File: src/rtl/irq_ctrl.sv
// irq_ctrl: parametrised interrupt controller with per-source edge/level
// latching, per-source and global enables, fixed priority (highest index
// wins) and five I/O-mapped control registers.
module irq_ctrl #(
  parameter int IRQS  = 15,
  parameter int VW    = 4,
  parameter int WIDTH = 24
) (
  input  logic             clk,
  input  logic             rst_n,
  input  logic [IRQS-1:0]  src,
  output logic             irq,
  output logic [VW-1:0]    ivec,
  input  logic             iack,
  input  logic [2:0]       sel,
  input  logic             wr,
  input  logic             rd,
  input  logic [WIDTH-1:0] wdata,
  output logic [WIDTH-1:0] rdata
);

  localparam logic [2:0] SEL_PEND = 3'd0;
  localparam logic [2:0] SEL_SET  = 3'd1;
  localparam logic [2:0] SEL_EN   = 3'd2;
  localparam logic [2:0] SEL_MODE = 3'd3;
  localparam logic [2:0] SEL_CTRL = 3'd4;

  // Architectural state
  logic [IRQS-1:0]  r_pend;
  logic [IRQS-1:0]  r_en;
  logic [IRQS-1:0]  r_mode;
  logic [IRQS-1:0]  r_prev;
  logic             r_gie;
  logic             r_armed;   // low for the first cycle after reset so a held-high src does not look like a rise
  logic [WIDTH-1:0] r_rdata;

  // Combinational helpers
  logic             w_we_pend;
  logic             w_we_set;
  logic             w_we_en;
  logic             w_we_mode;
  logic             w_we_ctrl;
  logic [IRQS-1:0]  w_act;
  logic [VW-1:0]    w_ivec;
  logic [IRQS-1:0]  w_rise;
  logic [IRQS-1:0]  w_set;
  logic [IRQS-1:0]  w_clr;
  logic [IRQS-1:0]  w_ack;
  logic [IRQS-1:0]  w_pend_next;
  logic [WIDTH-1:0] w_rdata_next;

  assign w_we_pend = wr && (sel == SEL_PEND);
  assign w_we_set  = wr && (sel == SEL_SET);
  assign w_we_en   = wr && (sel == SEL_EN);
  assign w_we_mode = wr && (sel == SEL_MODE);
  assign w_we_ctrl = wr && (sel == SEL_CTRL);

  // Active sources; rst_n gating keeps irq/ivec low while reset is asserted
  assign w_act = r_pend & r_en & {IRQS{r_gie & rst_n}};

  // Priority encoder: the highest active index wins, 0 means none
  always_comb begin
    w_ivec = '0;
    for (int i = 0; i < IRQS; i++) begin
      if (w_act[i]) begin
        w_ivec = VW'(i + 1);
      end
    end
  end

  assign ivec = w_ivec;
  assign irq  = (w_ivec != '0);

  // Per-source pending next-state: edge mode latches (set beats clear), level mode copies src
  generate
    for (genvar gi = 0; gi < IRQS; gi++) begin : g_src
      assign w_rise[gi]      = src[gi] & ~r_prev[gi] & r_armed;
      assign w_ack[gi]       = iack && (w_ivec == VW'(gi + 1));
      assign w_set[gi]       = w_rise[gi] | (w_we_set & wdata[gi]);
      assign w_clr[gi]       = (w_we_pend & wdata[gi]) | w_ack[gi];
      assign w_pend_next[gi] = r_mode[gi] ? src[gi]
                                          : (w_set[gi] | (r_pend[gi] & ~w_clr[gi]));
    end
  endgenerate

  // Read mux over pre-write register state
  always_comb begin
    w_rdata_next = '0;
    case (sel)
      SEL_PEND: w_rdata_next[IRQS-1:0] = r_pend;
      SEL_EN:   w_rdata_next[IRQS-1:0] = r_en;
      SEL_MODE: w_rdata_next[IRQS-1:0] = r_mode;
      SEL_CTRL: begin
        w_rdata_next[0]      = r_gie;
        w_rdata_next[VW+7:8] = w_ivec;
      end
      default:  w_rdata_next = '0;
    endcase
  end

  assign rdata = r_rdata;

  // State update with synchronous active-low reset
  always_ff @(posedge clk) begin
    if (!rst_n) begin
      r_pend  <= '0;
      r_en    <= '0;
      r_mode  <= '0;
      r_prev  <= '0;
      r_gie   <= 1'b0;
      r_armed <= 1'b0;
      r_rdata <= '0;
    end else begin
      r_pend  <= w_pend_next;
      r_prev  <= src;
      r_armed <= 1'b1;
      if (w_we_en) begin
        r_en <= wdata[IRQS-1:0];
      end
      if (w_we_mode) begin
        r_mode <= wdata[IRQS-1:0];
      end
      if (w_we_ctrl) begin
        r_gie <= wdata[0];
      end
      if (rd) begin
        r_rdata <= w_rdata_next;
      end
    end
  end

endmodule
File: config.mk
export PLATFORM = sky130hd
export DESIGN_NAME = irq_ctrl
export DESIGN_NICKNAME = d
export VERILOG_FILES = /design/src/rtl/irq_ctrl.sv
export SDC_FILE = /design/constraint.sdc
export NUM_CORES = 1
export LEC_CHECK = 0
export ABC_AREA = 0
export BUFFER_PORTS_ARGS = -buffer_cell sky130_fd_sc_hd__buf_2
export CAP_MARGIN = 20
export CORE_MARGIN = 1.5
export CORE_UTILIZATION = 43
export DETAILED_ROUTE_END_ITERATION = 12
export RECOVER_POWER = 100
export SYNTH_ARGS = -nofsm -noshare
export SYNTH_HDL_FRONTEND = slang
export SYNTH_SLANG_ARGS = --single-unit
File: constraint.sdc
create_clock -name clk -period 2.2 [get_ports clk]
set_input_delay 0.44 -clock clk [delete_from_list [all_inputs] [get_ports clk]]
set_output_delay 0.44 -clock clk [all_outputs]
set_load 0.02 [all_outputs]
==> results.sh, run 1 <==
export IMPL_irDropWorstVdd_mv=0.308
export IMPL_setup_worst_path_start_class="register"
export IMPL_crit_start="r_pend[12]"
export IMPL_vias_per_cell=5.53
export IMPL_power_leakage_uw=0.00175
export IMPL_die_h_um=98.5
export IMPL_cp_buffers_inverters=1
export IMPL_synth_top_area_frac=0.393
export IMPL_tritoncts="yes"
export IMPL_max_freq_mhz=445
export IMPL_worst_pin_slew_ns=0.976
export IMPL_cts_sinks=77
export IMPL_post_drt_wl_per_cell_um=16.7
export IMPL_fin_util=0.539
export IMPL_end_kind="primary output"
export IMPL_grt_max_degree=57
export IMPL_synthTopCellsByCount="nand2_1, dfxtp_1, a21boi_0"
export IMPL_coreArea_sq_um=8760
export IMPL_p_total_uw=3120
export IMPL_hpwl_mm=8.03
export IMPL_dpl_worst_slack_ns=0.0459
export IMPL_h_tree_depth=3
export IMPL_critPathArrivalTime_ns=1.81
export IMPL_die_area_sq_um=9700
export IMPL_violations="negative setup slack"
export IMPL_slew_headroom=0.350
export IMPL_highest_layer="met4"
export IMPL_drive_gt1_frac=0.221
export IMPL_grt_pass1_vias=3401
export IMPL_rows=34
export IMPL_synth_area_top_cells="dfxtp_1, nand2_1, a21boi_0"
export IMPL_grt_use_total=0.236
export IMPL_async_flop_share=0
export IMPL_wl_met2_mm=5.12
export IMPL_grt_setup_unrepaired="true"
export IMPL_wl_met3_um=744
export IMPL_syn_avg_cell_area_sq_um=8.07
export IMPL_fin_worst_skew_ns=0.0110
export IMPL_ant_nets=0
export IMPL_worst_setup_path_type="register to primary output"
export IMPL_grt_pass1_wl_mm=17.8
export IMPL_min_from="src[12]"
export IMPL_status="complete, but fails checks"
export IMPL_ios=76
export IMPL_gp_congestion=0.961
export IMPL_syn_area_sq_um=3920
export IMPL_yosys_area_top_type="dfxtp_1"
export IMPL_grt_overflow_total=0
export IMPL_syn_to_final_growth_pct=20.6
export IMPL_cp_top_family="compound AO/OA/AOI/OAI gates"
export IMPL_finalNetCount=608
export IMPL_path_cells="a22oi_1 > a41oi_1 > nor2_1 > nand3_2 > buf_6"
export IMPL_ys_flop_type="dfxtp_1"
export IMPL_setup_violations=2
export IMPL_cts_clk_slew_worst_paths_ns=0.08
export IMPL_yosysSeqAreaShare=0.393
export IMPL_wl_met1_mm=5.22
export IMPL_vias=3725
export IMPL_first_pass_iters=7
export IMPL_r2r_start="r_pend[1]"
export IMPL_slowest_delay_ns=0.37
export IMPL_fin_hold_ws_ns=0.302
export IMPL_rrSetupSlack_ns=0.16
export IMPL_die_w_um=98.5
export IMPL_clk_insertion_delay_late_ns=0.36
export IMPL_yosys_warnings=0
export IMPL_synth_edf_count=0
export IMPL_port_buffers=57
export IMPL_finalWorstPathRequiredPeriod_ns=2.25
export IMPL_maxSlewViolCount=0
export IMPL_reg2reg_depth=8
export IMPL_worst_path_stages=5
export IMPL_drv_cap=0
export IMPL_yosysMostFrequentCell="nand2_1"
export IMPL_ys_ff_latch=77
export IMPL_cp_endpoint="irq"
export IMPL_slowest_stage="dfxtp_1"
export IMPL_numCtsBuffers=9
export IMPL_worst_path_max_fanout=5
export IMPL_setup_tns_ns=-0.0712
export IMPL_syn_inst=486
export IMPL_drt_iter0_drc=196
export IMPL_hp_class="input port to register"
export IMPL_reg2reg_to="r_pend[13]"
export IMPL_power_per_cell_area_nw_per_um2=660
export IMPL_hold_viol=0
export IMPL_fillCellCount=874
export IMPL_start_util=0.447
export IMPL_antenna_found_initial=0
export IMPL_wl_mm=11.2
export IMPL_num_antenna_cells=0
export IMPL_period_share=1.02
export IMPL_cp_required_ns=1.76
export IMPL_yosysUniqueCellTypes=52
export IMPL_layout_setup_ws_ns=-0.0473
export IMPL_cts_root_buffer="clkbuf_8"
export IMPL_clock_path_buffers=2
export IMPL_drc=0
## area by class of cell
type	instances	area (sq um)	share of cell area
Clock buffer	13	179	0.0379
Clock inverter	3	65.1	0.0138
Inverter	28	108	0.0228
Multi-Input combinational cell	354	2160	0.458
Sequential cell	77	1550	0.329
Tap cell	108	135	0.0286
Timing Repair Buffer	91	523	0.111
## logic make-up (layout without fill, tap and decap cells)
logic type | Yosys count | count (layout) | synth area share
buffers and inverters | 63 | 135 | 0.0715
multiplexers | 17 | 17 | 0.0479
flip-flops | 77 | 77 | 0.393
other | 1 | 9 | 0.000957
AO/OA/AOI/OAI | 145 | 145 | 0.269
AND/OR/NAND/NOR | 183 | 183 | 0.217
## per-layer routing
layer | global-route usage | up-vias
met5 | 0 | -
met3 | 0.0496 | 17
met4 | 0.0748 | 0
met2 | 0.374 | 125
met1 | 0.321 | 1748
li1 | - | 1835
## state kept, by name (all words and copies together) (netlist names)
register  cells
r_en         15
r_mode       15
r_pend       15
r_prev       15
rdata        15
r_armed       1
r_gie         1
## worst register-to-register path, delay by kind of cell, from the launching register on
family	cells	cell delay (ns)
AOI/OAI and AO/OA	5	1.18
buffers and inverters	2	0.32
DFF	1	0.36
and+or+nand+nor	1	0.06
## report_power, final
group,internal (uW),switching (uW)
sequential,1450,51.0
clock,762,529
combinational,138,189
total,2350,769
## per-stage QoR
step                      instance area (sq um)  std cells
final                                      4730        674
after floorplan                            3950        494
after CTS                                  4700        672
after global routing                       4730        674
after detailed placement                   4390        650
after global placement                     4390        650
## cell usage in the layout (no fill, tap or decap), types with 7 or more instances in the layout
cell,count
clkbuf_8,13
dfxtp_1,67
clkbuf_1,23
o21ai_0,18
nand2_1,102
buf_2,37
a22oi_1,16
a21boi_0,32
dfxtp_2,10
inv_1,27
and2_0,14
o211ai_1,7
nor2b_1,16
a221oi_1,13
o22ai_1,10
a21oi_1,16
nor2_1,12
mux2_2,14
buf_4,25
and2_1,12
conb_1,9
nand3_1,8
## how the worst min path moves through the flow
stage                      end  cells past startpoint
global placement      rdata[9]                      1
floorplan           r_mode[10]                      2
CTS                 r_prev[12]                      2
global route         r_prev[0]                      2
finish              r_prev[12]                      2
detailed placement    rdata[9]                      1
## repair_timing
| item | CTS | global route |
|---|---|---|
| pin swaps | 6 | 3 |
| setup endpoints to repair | 3 | 7 |
| hold buffers | 0 | 0 |
| buffers inserted | 6 | 2 |
| gates resized for setup | 12 | 14 |
(Power assumes the default switching activity.)
==> run 2: changes to the inputs <==
--- a/config.mk
+++ b/config.mk
@@ -8,10 +8,10 @@
 export ABC_AREA = 0
 export BUFFER_PORTS_ARGS = -buffer_cell sky130_fd_sc_hd__buf_2
 export CAP_MARGIN = 20
-export CORE_MARGIN = 1.5
 export CORE_UTILIZATION = 43
 export DETAILED_ROUTE_END_ITERATION = 12
 export RECOVER_POWER = 100
 export SYNTH_ARGS = -nofsm -noshare
 export SYNTH_HDL_FRONTEND = slang
 export SYNTH_SLANG_ARGS = --single-unit
+export TNS_END_PERCENT = 10
==> run 2 against run 1 <==
Compared with the run above:
- the run still ends with negative setup slack left
- hold slack better by 0.0015 ns
- clock power is 15% lower
- sequential share of layout area grew 0.58 points
- fmax shrank 1.3%
- final cell count down 0.89%
- via count fell by 1.3%
- design area fell by 2.1%
- die area is 2.0% lower
==> results.sh, run 2 (synthesis results as in run 1) <==
export IMPL_status="complete, but fails checks"
export IMPL_violations="negative setup slack"
export IMPL_slew_headroom=0.176
export IMPL_fin_worst_skew_ns=0.0117
export IMPL_power_leakage_uw=0.00171
export IMPL_grt_use_total=0.242
export IMPL_max_freq_mhz=439
export IMPL_grt_use_met3=0.0446
export IMPL_worst_path_max_fanout=4
export IMPL_layout_setup_ws_ns=-0.0772
export IMPL_antenna_found_initial=0
export IMPL_syn_to_final_growth_pct=18.0
export IMPL_critPathArrivalTime_ns=1.84
export IMPL_power_per_cell_area_nw_per_um2=635
export IMPL_fillCellCount=921
export IMPL_die_w_um=97.5
export IMPL_finalNetCount=602
export IMPL_gp_congestion=0.938
export IMPL_grt_max_degree=76
export IMPL_die_area_sq_um=9500
export IMPL_clock_path_buffers=2
export IMPL_end_kind="primary output"
export IMPL_cts_root_buffer="clkbuf_8"
export IMPL_drt_iter0_drc=160
export IMPL_ant_nets=0
export IMPL_cts_clk_slew_worst_paths_ns=0.09
export IMPL_drc=0
export IMPL_h_tree_depth=3
export IMPL_irDropWorstVdd_mv=0.342
export IMPL_cp_required_ns=1.76
export IMPL_dpl_worst_slack_ns=0.124
export IMPL_use_met2=0.384
export IMPL_worst_pin_slew_ns=1.24
export IMPL_p_total_uw=2940
export IMPL_worst_setup_path_type="register to primary output"
export IMPL_port_buffers=57
export IMPL_clk_insertion_delay_late_ns=0.36
export IMPL_final_common_cell="nand2_1"
export IMPL_use_met1=0.330
export IMPL_grt_setup_unrepaired="true"
export IMPL_ios=76
export IMPL_grt_busiest_layer="met2"
export IMPL_tritoncts="yes"
export IMPL_first_pass_iters=5
export IMPL_wl_mm=11.1
export IMPL_vias_per_cell=5.50
export IMPL_numCtsBuffers=9
export IMPL_finalWorstPathRequiredPeriod_ns=2.28
export IMPL_design_area_sq_um=4630
export IMPL_hold_path_cell_count=2
export IMPL_grt_pass1_vias=3488
export IMPL_start_util=0.447
export IMPL_drive_gt1_frac=0.207
export IMPL_hold_viol=0
export IMPL_hpwl_mm=7.92
export IMPL_num_antenna_cells=0
export IMPL_grt_pass1_wl_mm=18.0
export IMPL_rows=34
export IMPL_setup_worst_path_start_class="register"
export IMPL_reg2reg_depth=8
export IMPL_hp_class="input port to register"
export IMPL_dpl_cell_area_sq_um=4380
export IMPL_grt_overflow_total=0
export IMPL_die_h_um=97.5
export IMPL_cts_sinks=77
export IMPL_post_drt_wl_per_cell_um=16.6
export IMPL_coreArea_sq_um=8760
export IMPL_drv_cap=0
export IMPL_final_cell_mix="nand2_1, dfxtp_1, buf_2"
export IMPL_vias=3675
export IMPL_period_share=1.04
export IMPL_maxSlewViolCount=0
export IMPL_setup_violations=3
==> run 2: timing repair <==
action	4_1_cts	5_1_grt
hold buffers	0	0
setup buffers	5	0
hold endpoints to repair	0	0
gates resized for setup	10	4
setup endpoints to repair	3	5
pin swaps	5	0
==> run 2: per-stage QoR <==
step,instances,hold WS (ns),TNS (ns),util
floorplan,494,0.453,0,-
global placement,647,0.434,0,0.500
detailed placement,647,0.448,0,0.500
CTS,668,0.295,-0.110,0.530
global route,668,0.292,-0.468,0.528
finish,668,0.303,-0.135,0.528
==> run 2: layout make-up <==
| type | count | area, sq um | area share |
|---|---|---|---|
| Clock buffer | 11 | 141 | 0.0306 |
| Timing Repair Buffer | 85 | 488 | 0.105 |
| Clock inverter | 5 | 58.8 | 0.0127 |
| Inverter | 28 | 108 | 0.0233 |
| Sequential cell | 77 | 1550 | 0.335 |
| Multi-Input combinational cell | 354 | 2150 | 0.464 |
| Tap cell | 108 | 135 | 0.0292 |
==> run 2: path summary, 6_finish.rpt <==
path	startpoint	slack (ns)	to
hold / removal	src[12]	0.30	r_prev[12]
hold reg to reg	rdata[9]	0.47	rdata[9]
setup / recovery	r_en[2]	-0.08	irq
setup reg to reg	r_en[2]	0.08	r_pend[14]
==> run 2: critical path, stage by stage (launching register included) <==
cell and delay (ns):
dfxtp_2 0.32, a22o_1 0.24, a222oi_1 0.36, o22a_2 0.28, nand3_2 0.13, buf_6 0.15
==> run 2: power by group <==
group	switching, uW	leakage (uW)	internal, uW
Clock	547	0.0000959	558
Sequential	49.4	0.000632	1450
Combinational	190	0.000978	142
Total	786	0.00171	2150
==> run 2: per-layer routing <==
layer / vias up / part of all wire
met3: 18 / 0.049
met2: 97 / 0.45
met4: 0 / 0.018
met1: 1733 / 0.48
li1: 1827 / -
met5: - / 0
